### src/rtl/load_rdata_unit.sv
// Load response path: source select, MMIO snapshot, byte/half/word extraction and counters.
// Optional misaligned-access detection is enabled by defining LOAD_MISALIGN_CHECK_EN.
module load_rdata_unit #(
  parameter int unsigned CNT_WIDTH = 32
) (
  input  logic        clk,
  input  logic        rst,
  input  logic        req_valid,
  input  logic        stall,
  input  logic [31:0] addr,
  input  logic [2:0]  funct3,
  input  logic [31:0] dmem_dout,
  input  logic [31:0] bios_dout,
  input  logic        uart_rx_valid,
  input  logic [7:0]  uart_rx_data,
  input  logic        uart_tx_ready,
  input  logic        inst_retire,
  input  logic        counter_reset,
  output logic        uart_rx_ready,
  output logic [31:0] rdata,
  output logic        rdata_valid,
  output logic        misaligned
);

  localparam logic [2:0] F3_LB  = 3'b000;
  localparam logic [2:0] F3_LH  = 3'b001;
  localparam logic [2:0] F3_LW  = 3'b010;
  localparam logic [2:0] F3_LBU = 3'b100;
  localparam logic [2:0] F3_LHU = 3'b101;

  typedef enum logic [1:0] {IDLE, RESP, HOLD} state_t;
  typedef enum logic [1:0] {SRC_NONE, SRC_DMEM, SRC_BIOS, SRC_MMIO} src_t;

  state_t               state;
  src_t                 req_src;
  src_t                 cap_src;
  logic [1:0]           cap_off;
  logic [2:0]           cap_f3;
  logic                 cap_mis;
  logic                 req_mis;
  logic [31:0]          snap;
  logic [31:0]          hold_word;
  logic [31:0]          mmio_word;
  logic [31:0]          raw_word;
  logic [CNT_WIDTH-1:0] cycle_cnt;
  logic [CNT_WIDTH-1:0] inst_cnt;
  logic                 capture;
  logic                 unused_addr;

  assign capture     = req_valid && !stall;
  assign unused_addr = ^{addr[29], addr[27:6]};

  always_comb begin
    if (addr[31])      req_src = SRC_MMIO;
    else if (addr[30]) req_src = SRC_BIOS;
    else if (addr[28]) req_src = SRC_DMEM;
    else               req_src = SRC_NONE;
  end

  always_comb begin
    mmio_word = '0;
    case (addr[5:2])
      4'h0:    mmio_word = {30'b0, uart_rx_valid, uart_tx_ready};
      4'h1:    mmio_word = {24'b0, uart_rx_data};
      4'h4:    mmio_word = 32'(cycle_cnt);
      4'h5:    mmio_word = 32'(inst_cnt);
      default: mmio_word = '0;
    endcase
  end

`ifdef LOAD_MISALIGN_CHECK_EN
  always_comb begin
    case (funct3)
      F3_LH, F3_LHU: req_mis = addr[0];
      F3_LW:         req_mis = |addr[1:0];
      default:       req_mis = 1'b0;
    endcase
  end
`else
  assign req_mis = 1'b0;
`endif

  // Pop is tied to the accepting cycle, so a stalled request cannot pop twice.
  assign uart_rx_ready = !rst && capture && (req_src == SRC_MMIO) &&
                         (addr[5:2] == 4'h1) && uart_rx_valid && !req_mis;

  always_ff @(posedge clk or posedge rst) begin
    if (rst) begin
      state     <= IDLE;
      cap_src   <= SRC_NONE;
      cap_off   <= '0;
      cap_f3    <= '0;
      cap_mis   <= 1'b0;
      snap      <= '0;
      hold_word <= '0;
    end else begin
      if (capture) begin
        cap_src <= req_src;
        cap_off <= addr[1:0];
        cap_f3  <= funct3;
        cap_mis <= req_mis;
        snap    <= mmio_word;
      end
      case (state)
        IDLE: if (capture) state <= RESP;
        RESP: begin
          if (stall) begin
            hold_word <= raw_word;
            state     <= HOLD;
          end else begin
            state <= capture ? RESP : IDLE;
          end
        end
        HOLD: if (!stall) state <= capture ? RESP : IDLE;
        default: state <= IDLE;
      endcase
    end
  end

  always_ff @(posedge clk or posedge rst) begin
    if (rst) begin
      cycle_cnt <= '0;
      inst_cnt  <= '0;
    end else if (counter_reset) begin
      cycle_cnt <= '0;
      inst_cnt  <= '0;
    end else begin
      cycle_cnt <= cycle_cnt + 1'b1;
      if (inst_retire) inst_cnt <= inst_cnt + 1'b1;
    end
  end

  always_comb begin
    raw_word = '0;
    if (state == HOLD) begin
      raw_word = hold_word;
    end else begin
      case (cap_src)
        SRC_DMEM: raw_word = dmem_dout;
        SRC_BIOS: raw_word = bios_dout;
        SRC_MMIO: raw_word = snap;
        default:  raw_word = '0;
      endcase
    end
  end

  function automatic logic [31:0] extract(input logic [31:0] w, input logic [1:0] off,
                                          input logic [2:0] f3);
    logic [7:0]  b;
    logic [15:0] h;
    b = 8'(w >> {off, 3'b000});
    h = off[1] ? w[31:16] : w[15:0];
    case (f3)
      F3_LB:   return {{24{b[7]}}, b};
      F3_LBU:  return {24'b0, b};
      F3_LH:   return {{16{h[15]}}, h};
      F3_LHU:  return {16'b0, h};
      F3_LW:   return w;
      default: return w;
    endcase
  endfunction

  assign rdata_valid = (state != IDLE);
  assign misaligned  = rdata_valid && cap_mis;
  assign rdata       = (rdata_valid && !cap_mis) ? extract(raw_word, cap_off, cap_f3) : '0;

endmodule

### config.mk
export PLATFORM = sky130hd
export DESIGN_NAME = load_rdata_unit
export DESIGN_NICKNAME = d
export VERILOG_FILES = /design/src/rtl/load_rdata_unit.sv
export SDC_FILE = /design/constraint.sdc
export NUM_CORES = 1
export LEC_CHECK = 0
export CORE_UTILIZATION = 34
export CTS_CLUSTER_DIAMETER = 150
export DETAILED_ROUTE_END_ITERATION = 10
export HOLD_SLACK_MARGIN = 0.05
export PLACE_DENSITY = 0.56
export SYNTH_ARGS = -nofsm -noshare
export SYNTH_HDL_FRONTEND = slang
export SYNTH_SLANG_ARGS = --single-unit
export TNS_END_PERCENT = 30
### constraint.sdc
create_clock -name clk -period 5 [get_ports clk]
set_input_delay 0.75 -clock clk [delete_from_list [all_inputs] [get_ports clk]]
set_output_delay 0.75 -clock clk [all_outputs]
set_load 0.05 [all_outputs]
==> impl_results.html, run 1 <==
<table>
<tr><th>Metric</th><th>Value</th></tr>
<tr><th colspan="2">Final layout</th></tr>
<tr><td>Fill cell instance count of the final layout</td><td>2210</td></tr>
<tr><td>Final standard cell utilization of the core</td><td>0.455</td></tr>
<tr><td>Area growth from synthesis to layout</td><td>30.2%</td></tr>
<tr><td>Proportion of layout cells with a drive suffix above 1</td><td>0.162</td></tr>
<tr><td>Total inserted antenna cells</td><td>0</td></tr>
<tr><td>Leading cell type in the layout, fill and taps excluded</td><td>sky130_fd_sc_hd__dfrtp_1</td></tr>
<tr><td>Final Non-Filler Cells</td><td>1285</td></tr>
<tr><td>Net total in the final layout</td><td>around 1100</td></tr>
<tr><td>Commonest cells after routing, fill and taps aside</td><td>137 x sky130_fd_sc_hd__dfrtp_1, 92 x sky130_fd_sc_hd__nor2_1, 92 x sky130_fd_sc_hd__nand2_1, 91 x sky130_fd_sc_hd__clkdlybuf4s50_1, 71 x sky130_fd_sc_hd__o21ai_0</td></tr>
<tr><th colspan="2">Worst setup path</th></tr>
<tr><td>CP Data Required Time</td><td>4250 ps</td></tr>
<tr><td>Buffers &amp; Inverters on Critical Path</td><td>3</td></tr>
<tr><td>Stage delay of the slowest cell on the critical path</td><td>730 ps</td></tr>
<tr><td>Kind of end point of the critical path</td><td>primary output</td></tr>
<tr><td>Dominant delay contributor by cell family on the critical path</td><td>simple AND/OR/NAND/NOR gates</td></tr>
<tr><td>Cells along the critical path</td><td>buf_4 &gt; nor2b_2 &gt; a221oi_1 &gt; nor4_1 &gt; nor4_4 &gt; buf_12 &gt; o21ai_0 &gt; buf_12</td></tr>
<tr><td>Setup crit start kind</td><td>register</td></tr>
<tr><td>Type of the worst setup path</td><td>register to primary output</td></tr>
<tr><td>Data arrival at the endpoint of the critical path</td><td>3550 ps</td></tr>
<tr><td>Crit path max fanout</td><td>16</td></tr>
<tr><td>Most frequent cell on the critical path</td><td>sky130_fd_sc_hd__buf_12</td></tr>
<tr><td>Crit-path slowest cell</td><td>sky130_fd_sc_hd__nor2b_2</td></tr>
<tr><th colspan="2">STA</th></tr>
<tr><td>Final cycle utilization of the critical path</td><td>0.860</td></tr>
<tr><td>Max Transition Viols Final</td><td>0</td></tr>
<tr><td>Hold violation count in the final report</td><td>0</td></tr>
<tr><td>TNS Setup</td><td>0 ps</td></tr>
<tr><td>Min cycle time layout</td><td>around 4300 ps</td></tr>
<tr><td>Fin Clk Skew</td><td>roughly 14 ps</td></tr>
<tr><td>RSZ-0062 raised after global routing</td><td>false</td></tr>
<tr><td>Pin slew with the least headroom to its limit</td><td>966 ps</td></tr>
<tr><td>Number of endpoints failing setup at the final stage</td><td>0</td></tr>
<tr><td>Final hold slack</td><td>473 ps</td></tr>
<tr><td>Fmax</td><td>roughly 230 MHz</td></tr>
<tr><td>Remaining max-slew budget at the tightest pin</td><td>0.356</td></tr>
<tr><th colspan="2">Synth</th></tr>
<tr><td>Seq/Total Area, Yosys</td><td>0.429</td></tr>
<tr><td>Post-synth design cell area</td><td>0.00799 mm²</td></tr>
<tr><td>Post-synthesis cell type with the largest combined area</td><td>sky130_fd_sc_hd__dfrtp_1</td></tr>
<tr><td>Area share of the leading cell type in the synthesized netlist</td><td>0.429</td></tr>
<tr><td>Net count after synthesis</td><td>981</td></tr>
<tr><td>Synth Warn #</td><td>0</td></tr>
<tr><td>Synthesized area per cell</td><td>9.24 µm²</td></tr>
<tr><td>Ys flop type</td><td>sky130_fd_sc_hd__dfrtp_1</td></tr>
<tr><td>Synth top area cells</td><td>sky130_fd_sc_hd__dfrtp_1 43%, sky130_fd_sc_hd__mux2_2 8.0%, sky130_fd_sc_hd__o21ai_0 4.4%, sky130_fd_sc_hd__nand2_1 4.3%, sky130_fd_sc_hd__nor2_1 4.3%</td></tr>
<tr><td>Number of flops mapped to enable cells by yosys</td><td>0</td></tr>
<tr><td>FF+latch count, synth</td><td>137</td></tr>
<tr><td>Async set-reset flop share out of synthesis</td><td>1.00</td></tr>
<tr><td>Synth cell types</td><td>59</td></tr>
<tr><td>Cells after Synth</td><td>864</td></tr>
<tr><th colspan="2">Route</th></tr>
<tr><td>Number of nets with antenna violations after detailed routing</td><td>0</td></tr>
<tr><td>Via count</td><td>6913</td></tr>
<tr><td>Router iterations before antenna repair</td><td>5</td></tr>
<tr><td>Wire length per cell</td><td>18.8 µm</td></tr>
<tr><td>Average via count per standard cell</td><td>around 5.4</td></tr>
<tr><td>Total Wirelength</td><td>24200 µm</td></tr>
<tr><td>Post-route DRC violation count</td><td>0</td></tr>
<tr><td>DR iter-0 viols</td><td>426</td></tr>
<tr><th colspan="2">GRT</th></tr>
<tr><td>Number of antenna violations at the first check in global routing</td><td>1</td></tr>
<tr><td>Wire length of the first global-routing pass</td><td>roughly 38000 µm</td></tr>
<tr><td>Global route total overflow</td><td>0</td></tr>
<tr><td>Global router's overall resource usage</td><td>0.206</td></tr>
<tr><td>Vias in the first global route</td><td>roughly 6600</td></tr>
<tr><td>Pin count of the biggest net entering global routing</td><td>87</td></tr>
<tr><th colspan="2">Die</th></tr>
<tr><td>Number of placement rows</td><td>55</td></tr>
<tr><td>Floorplan die area</td><td>0.0241 mm²</td></tr>
<tr><td>Core area</td><td>0.0228 mm²</td></tr>
<tr><td>Overall die width</td><td>155 µm</td></tr>
<tr><td>Die boundary height</td><td>between 150 and 200 µm</td></tr>
<tr><td>Initial core utilization</td><td>0.350</td></tr>
<tr><td>Top-Level Pins</td><td>150</td></tr>
<tr><th colspan="2">CTS</th></tr>
<tr><td>Number of buffers inserted to repair setup after CTS</td><td>0</td></tr>
<tr><td>Number of buffers created by CTS</td><td>17</td></tr>
<tr><td>Clk root buf</td><td>sky130_fd_sc_hd__clkbuf_16</td></tr>
<tr><td>Clock latency of the later-clocked register in the worst-skew pair</td><td>roughly 430 ps</td></tr>
<tr><td>Number of hold buffers added after CTS</td><td>0</td></tr>
<tr><td>Post-CTS resize count</td><td>0</td></tr>
<tr><td>Register clock-pin slew on the reported worst setup and hold paths</td><td>about 70 ps</td></tr>
<tr><td>CTS tree</td><td>yes</td></tr>
<tr><td>Clock buffer depth</td><td>2</td></tr>
<tr><td>CTS sink cnt</td><td>137</td></tr>
<tr><td>Number of H-tree branching levels</td><td>4</td></tr>
<tr><th colspan="2">Job</th></tr>
<tr><td>Max capacitance violation total</td><td>0</td></tr>
<tr><th colspan="2">Power and ir drop</th></tr>
<tr><td>Leakage</td><td>4.07 nW</td></tr>
<tr><td>Pwr Density</td><td>327 mW/mm²</td></tr>
<tr><td>Maximum ir drop on the vdd rail</td><td>approximately 0.00021 V</td></tr>
<tr><th colspan="2">Place</th></tr>
<tr><td>Weighted congestion at the end of routability-driven global placement</td><td>0.866</td></tr>
<tr><td>Placed cells</td><td>between 1000 and 1500</td></tr>
<tr><td>Count of port buffers added during placement</td><td>125</td></tr>
<tr><td>Detailed Place HPWL</td><td>17600 µm</td></tr>
<tr><th colspan="2">Outcome</th></tr>
<tr><td>Result of the run</td><td>finished clean</td></tr>
<tr><th colspan="2">Worst hold path</th></tr>
<tr><td>Hold WC Path Type</td><td>register to register</td></tr>
</table>
synth_stat cells (19+ instances only):
cell type	instances
sky130_fd_sc_hd__o21ai_0	71
sky130_fd_sc_hd__a22oi_1	38
sky130_fd_sc_hd__nor3_1	19
sky130_fd_sc_hd__mux2_2	57
sky130_fd_sc_hd__nand4_1	19
sky130_fd_sc_hd__nand2_1	92
sky130_fd_sc_hd__clkbuf_1	49
sky130_fd_sc_hd__dfrtp_1	137
sky130_fd_sc_hd__xnor2_1	32
sky130_fd_sc_hd__xor2_1	23
sky130_fd_sc_hd__nor2_1	92
worst min-delay path, stage by stage, from the launching register on:
cell	delay, ps
sky130_fd_sc_hd__dfrtp_1	340
sky130_fd_sc_hd__nand2_1	50
sky130_fd_sc_hd__o21ai_0	60
area by class of cell:
| cell class | instances | area [µm²] | share of cell area |
|---|---|---|---|
| Inverter | 11 | 46.3 | 0.00445 |
| Tap cell | 313 | 392 | 0.0377 |
| Clock buffer | 18 | 429 | 0.0413 |
| Clock inverter | 14 | 165 | 0.0159 |
| Multi-Input combinational cell | 650 | 4250 | 0.408 |
| Timing Repair Buffer | 142 | 1690 | 0.163 |
| Sequential cell | 137 | 3430 | 0.330 |
flip-flops by register name, summed over array words and instances, names as in the netlist:
| register | count |
|---|---|
| cap_f3 | 3 |
| hold_word | 32 |
| cycle_cnt | 32 |
| state | 2 |
| cap_off | 2 |
| snap | 32 |
| inst_cnt | 32 |
| cap_src | 2 |
metrics by stage:
stage                     power [mW]  worst slack (ps)  instance area [µm²]
final                           3.40               698                10400
after global routing            3.53               470                10400
after CTS                       3.43               676                10400
after detailed placement        2.15               907                 9800
after global placement          2.14               962                 9800
after floorplan                 1.78               496                 7990
cell families after synthesis:
family,share of synthesized area
multiplexers,0.0854
buffers and inverters,0.0410
XOR/XNOR,0.0603
AND/OR/NAND/NOR,0.188
flip-flops,0.429
AO/OA/AOI/OAI,0.192
adder cells (fa/ha/maj),0.00313
other,0.000470
worst paths after layout:
| path | cells after the start | to | from | slack (ps) |
|---|---|---|---|---|
| worst max-delay path | 8 | rdata[8] | cap_src[1]$_DFFE_PP0P_ | 700 |
| worst min-delay path | 2 | snap[4]$_DFFE_PP0P_ | snap[4]$_DFFE_PP0P_ | 470 |
| worst max register to register | 6 | hold_word[25]$_DFFE_PP0P_ | cap_src[1]$_DFFE_PP0P_ | 2520 |
| worst min register to register | 2 | snap[4]$_DFFE_PP0P_ | snap[4]$_DFFE_PP0P_ | 470 |
| max in group asynchronous | 3 | snap[31]$_DFFE_PP0P_ | rst | 3170 |
| min in group asynchronous | 2 | snap[1]$_DFFE_PP0P_ | rst | 880 |
power breakdown:
part	switching (mW)	leakage [nW]	internal, mW	total [mW]
sequential	0.0668	1.86	1.19	1.25
combinational	0.480	1.93	0.394	0.873
clock	0.528	0.278	0.747	1.27
total	1.07	4.07	2.33	3.40
layer usage:
layer	vias up	track usage	part of all wire
li1	3351	-	-
met1	3354	0.291	0.48
met2	182	0.317	0.45
met3	26	0.0398	0.045
met4	0	0.0644	0.019
met5	-	0	0
No activity file was read; power rests on OpenSTA's default activity.
==> run 2: changes to the inputs <==
Settings changed: CAP_MARGIN set to 20, CTS_BUF_LIST set to sky130_fd_sc_hd__clkbuf_4.
==> run 2 against run 1 <==
Net effect: non-clock buffer count did not move; hold slack gained 16 ps; power decreased by 15%; global-route usage is 0.27 points lower; die area stayed put; sequential cell count is the same; utilization shrank 1.3 points.
==> impl_results.html, run 2 (synthesis results as in run 1) <==
<table>
<tr><th>Metric</th><th>Value</th></tr>
<tr><th colspan="2">Worst setup path</th></tr>
<tr><td>Buffers &amp; Inverters on Critical Path</td><td>3 (unchanged)</td></tr>
<tr><td>Stage delay of the slowest cell on the critical path</td><td>730 ps (about the same)</td></tr>
<tr><td>CP Data Required Time</td><td>4250 ps (about the same)</td></tr>
<tr><td>Most frequent cell on the critical path</td><td>sky130_fd_sc_hd__buf_12 (unchanged)</td></tr>
<tr><td>Crit-path slowest cell</td><td>sky130_fd_sc_hd__nor2b_2 (unchanged)</td></tr>
<tr><td>Reg2Reg Capture Point</td><td>hold_word[25]$_DFFE_PP0P_ (unchanged)</td></tr>
<tr><td>Startpoint of the worst register-to-register path</td><td>cap_src[1]$_DFFE_PP0P_ (unchanged)</td></tr>
<tr><td>Crit path max fanout</td><td>16 (unchanged)</td></tr>
<tr><td>Logic depth of the worst register-to-register path</td><td>6 (unchanged)</td></tr>
<tr><td>Setup crit start kind</td><td>register (unchanged)</td></tr>
<tr><td>Kind of end point of the critical path</td><td>primary output (unchanged)</td></tr>
<tr><td>Dominant delay contributor by cell family on the critical path</td><td>simple AND/OR/NAND/NOR gates (unchanged)</td></tr>
<tr><td>Cells along the critical path</td><td>buf_4 &gt; nor2b_2 &gt; a221oi_1 &gt; nor4_1 &gt; nor4_4 &gt; buf_12 &gt; o21ai_0 &gt; buf_12 (unchanged)</td></tr>
<tr><td>Data arrival at the endpoint of the critical path</td><td>3680 ps (was 3550 ps)</td></tr>
<tr><td>Register-to-register path setup slack</td><td>2490 ps (was 2520 ps)</td></tr>
<tr><td>Type of the worst setup path</td><td>register to primary output (unchanged)</td></tr>
<tr><th colspan="2">Power and ir drop</th></tr>
<tr><td>Switching power as a share of total power</td><td>0.347 (was 0.316)</td></tr>
<tr><td>Maximum ir drop on the vdd rail</td><td>0.000154 V (was 0.000215 V)</td></tr>
<tr><td>Net Sw Power</td><td>1.01 mW (was 1.07 mW)</td></tr>
<tr><td>Share of total power in the clock network</td><td>0.267 (was 0.375)</td></tr>
<tr><td>Internal power</td><td>1.89 mW (was 2.33 mW)</td></tr>
<tr><td>Proportion of power drawn by flip-flops and latches</td><td>0.432 (was 0.369)</td></tr>
<tr><td>Pwr Density</td><td>287 mW/mm² (was 327 mW/mm²)</td></tr>
<tr><td>Share of total power in combinational logic</td><td>0.301 (was 0.257)</td></tr>
<tr><td>Leakage</td><td>3.94 nW (was 4.07 nW)</td></tr>
<tr><th colspan="2">GRT</th></tr>
<tr><td>Number of antenna violations at the first check in global routing</td><td>1 (unchanged)</td></tr>
<tr><td>Wire length of the first global-routing pass</td><td>37400 µm (was 37800 µm)</td></tr>
<tr><td>Global route hottest layer</td><td>met2 (unchanged)</td></tr>
<tr><td>Met3 capacity usage during global routing</td><td>0.0331 (was 0.0398)</td></tr>
<tr><td>Met1 Usage GRT</td><td>0.288 (was 0.291)</td></tr>
<tr><td>Global router's overall resource usage</td><td>0.203 (was 0.206)</td></tr>
<tr><td>Vias in the first global route</td><td>6570 (was 6592)</td></tr>
<tr><td>Routing usage on met2</td><td>0.314 (was 0.317)</td></tr>
<tr><td>Global route total overflow</td><td>0 (unchanged)</td></tr>
<tr><td>Pin count of the biggest net entering global routing</td><td>87 (unchanged)</td></tr>
<tr><th colspan="2">STA</th></tr>
<tr><td>Hold violation count in the final report</td><td>0 (unchanged)</td></tr>
<tr><td>Pin slew with the least headroom to its limit</td><td>962 ps (was 966 ps)</td></tr>
<tr><td>Remaining max-slew budget at the tightest pin</td><td>0.358 (was 0.356)</td></tr>
<tr><td>Fin Clk Skew</td><td>33.5 ps (was 13.6 ps)</td></tr>
<tr><td>Fmax</td><td>226 MHz (was 232 MHz)</td></tr>
<tr><td>Max Transition Viols Final</td><td>0 (unchanged)</td></tr>
<tr><td>Min cycle time layout</td><td>4430 ps (was 4300 ps)</td></tr>
<tr><td>RSZ-0062 raised after global routing</td><td>false (unchanged)</td></tr>
<tr><td>Number of endpoints failing setup at the final stage</td><td>0 (unchanged)</td></tr>
<tr><td>Final cycle utilization of the critical path</td><td>0.885 (was 0.860)</td></tr>
<tr><td>TNS Setup</td><td>0 ps (unchanged)</td></tr>
<tr><td>Post-layout worst setup margin</td><td>573 ps (was 698 ps)</td></tr>
<tr><th colspan="2">Worst hold path</th></tr>
<tr><td>Hold Path End</td><td>snap[16]$_DFFE_PP0P_ (was snap[4]$_DFFE_PP0P_)</td></tr>
<tr><td>Hold WC Path Type</td><td>register to register (unchanged)</td></tr>
<tr><td>Instance count along the most critical hold path</td><td>2 (unchanged)</td></tr>
<tr><td>Critical hold path startpoint</td><td>snap[16]$_DFFE_PP0P_ (was snap[4]$_DFFE_PP0P_)</td></tr>
<tr><th colspan="2">Route</th></tr>
<tr><td>Total Wirelength</td><td>24000 µm (was 24200 µm)</td></tr>
<tr><td>Via count</td><td>6892 (was 6913)</td></tr>
<tr><td>DR iter-0 viols</td><td>389 (was 426)</td></tr>
<tr><td>Post-route DRC violation count</td><td>0 (unchanged)</td></tr>
<tr><td>Router iterations before antenna repair</td><td>4 (was 5)</td></tr>
<tr><td>Average via count per standard cell</td><td>5.36 (was 5.38)</td></tr>
<tr><td>Number of nets with antenna violations after detailed routing</td><td>0 (unchanged)</td></tr>
<tr><td>Wire length per cell</td><td>18.7 µm (was 18.8 µm)</td></tr>
<tr><th colspan="2">CTS</th></tr>
<tr><td>Number of hold buffers added after CTS</td><td>0 (unchanged)</td></tr>
<tr><td>Number of buffers inserted to repair setup after CTS</td><td>0 (unchanged)</td></tr>
<tr><td>Number of buffers created by CTS</td><td>17 (unchanged)</td></tr>
<tr><td>Post-CTS resize count</td><td>0 (unchanged)</td></tr>
<tr><td>CTS tree</td><td>yes (unchanged)</td></tr>
<tr><td>Clk root buf</td><td>sky130_fd_sc_hd__clkbuf_4 (was sky130_fd_sc_hd__clkbuf_16)</td></tr>
<tr><td>CTS sink cnt</td><td>137 (unchanged)</td></tr>
<tr><td>Clock buffer depth</td><td>2 (unchanged)</td></tr>
<tr><td>Clock latency of the later-clocked register in the worst-skew pair</td><td>570 ps (was 430 ps)</td></tr>
<tr><td>Register clock-pin slew on the reported worst setup and hold paths</td><td>140 ps (was 70 ps)</td></tr>
<tr><td>Number of H-tree branching levels</td><td>4 (unchanged)</td></tr>
<tr><th colspan="2">Place</th></tr>
<tr><td>Count of port buffers added during placement</td><td>125 (unchanged)</td></tr>
<tr><td>Placed cells</td><td>1253 (unchanged)</td></tr>
<tr><td>Weighted congestion at the end of routability-driven global placement</td><td>0.866 (unchanged)</td></tr>
<tr><td>Post-Place Worst Slack</td><td>907 ps (unchanged)</td></tr>
<tr><td>Detailed Place HPWL</td><td>17600 µm (unchanged)</td></tr>
<tr><th colspan="2">Die</th></tr>
<tr><td>Initial core utilization</td><td>0.350 (unchanged)</td></tr>
<tr><td>Core area</td><td>0.0228 mm² (unchanged)</td></tr>
<tr><td>Floorplan die area</td><td>0.0241 mm² (unchanged)</td></tr>
<tr><td>Top-Level Pins</td><td>150 (unchanged)</td></tr>
<tr><td>Overall die width</td><td>155 µm (unchanged)</td></tr>
<tr><td>Number of placement rows</td><td>55 (unchanged)</td></tr>
<tr><td>Die boundary height</td><td>155 µm (unchanged)</td></tr>
<tr><th colspan="2">Final layout</th></tr>
<tr><td>Commonest cells after routing, fill and taps aside</td><td>137 x sky130_fd_sc_hd__dfrtp_1, 92 x sky130_fd_sc_hd__nor2_1, 92 x sky130_fd_sc_hd__nand2_1, 91 x sky130_fd_sc_hd__clkdlybuf4s50_1, 71 x sky130_fd_sc_hd__o21ai_0 (unchanged)</td></tr>
<tr><td>Final Non-Filler Cells</td><td>1286 (was 1285)</td></tr>
<tr><td>Proportion of layout cells with a drive suffix above 1</td><td>0.163 (was 0.162)</td></tr>
<tr><td>Area growth from synthesis to layout</td><td>26.6% (was 30.2%)</td></tr>
<tr><td>Net total in the final layout</td><td>1076 (unchanged)</td></tr>
<tr><td>Leading cell type in the layout, fill and taps excluded</td><td>sky130_fd_sc_hd__dfrtp_1 (unchanged)</td></tr>
<tr><th colspan="2">Outcome</th></tr>
<tr><td>Result of the run</td><td>finished clean (unchanged)</td></tr>
<tr><th colspan="2">Job</th></tr>
<tr><td>Max capacitance violation total</td><td>0 (unchanged)</td></tr>
</table>
==> run 2: cell count changes in the layout (fill, tap and decap cells not counted) <==
| cell | before | now |
|---|---|---|
| sky130_fd_sc_hd__clkbuf_4 | 0 | 18 |
| sky130_fd_sc_hd__diode_2 | 0 | 1 |
| sky130_fd_sc_hd__clkbuf_1 | 1 | 0 |
| sky130_fd_sc_hd__clkbuf_16 | 17 | 0 |
==> run 2: tightest hold or removal path, stage by stage, from the launching register on <==
cell and delay (ps):
sky130_fd_sc_hd__dfrtp_1 360, sky130_fd_sc_hd__nand2_1 50, sky130_fd_sc_hd__o21ai_0 60
==> run 2: power groups by stage <==
stage	Combinational [mW]	Clock (mW)	Sequential (mW)
final	0.873	0.775	1.25
after global routing	0.929	0.839	1.26
after CTS	0.878	0.796	1.25
after detailed placement	0.875	0	1.27
after global placement	0.871	0	1.27
after floorplan	0.532	0	1.24
==> run 2: how the worst max path moves through the flow <==
stage               cells after the start                    from  slack (ps)         to
floorplan                               5  cap_src[0]$_DFFE_PP0P_         500   rdata[7]
detailed placement                      8            dmem_dout[7]         910   rdata[8]
global placement                        8            dmem_dout[7]         960   rdata[9]
finish                                  8  cap_src[1]$_DFFE_PP0P_         570  rdata[10]
CTS                                     8  cap_src[1]$_DFFE_PP0P_         490   rdata[8]
global route                            8  cap_src[1]$_DFFE_PP0P_         280   rdata[8]
==> run 2: routing by layer <==
metal	wire (µm)	share of wire	up-vias
met1	11600	0.48	3322
li1	-	-	3353
met3	1130	0.047	27
met5	0	0	-
met2	10800	0.45	190
met4	506	0.021	0
==> run 2: layout make-up <==
type / count / area, µm²
Fill cell: 2249 / 12700
Antenna cell: 1 / 2.50
Inverter: 11 / 46.3
Timing Repair Buffer: 142 / 1690
Multi-Input combinational cell: 650 / 4250
Clock buffer: 18 / 135
Sequential cell: 137 / 3430
Clock inverter: 14 / 165
Tap cell: 313 / 392
==> run 2: through the flow <==
stage / hold WS [ps] / power (mW) / utilization / cell area, µm²
2_1_floorplan: 444 / 1.78 / - / 7990
3_3_place_gp: 456 / 2.14 / 0.429 / 9800
3_5_place_dp: 465 / 2.15 / 0.429 / 9800
4_1_cts: 494 / 2.93 / 0.442 / 10100
5_1_grt: 510 / 3.03 / 0.442 / 10100
6_report: 490 / 2.90 / 0.442 / 10100
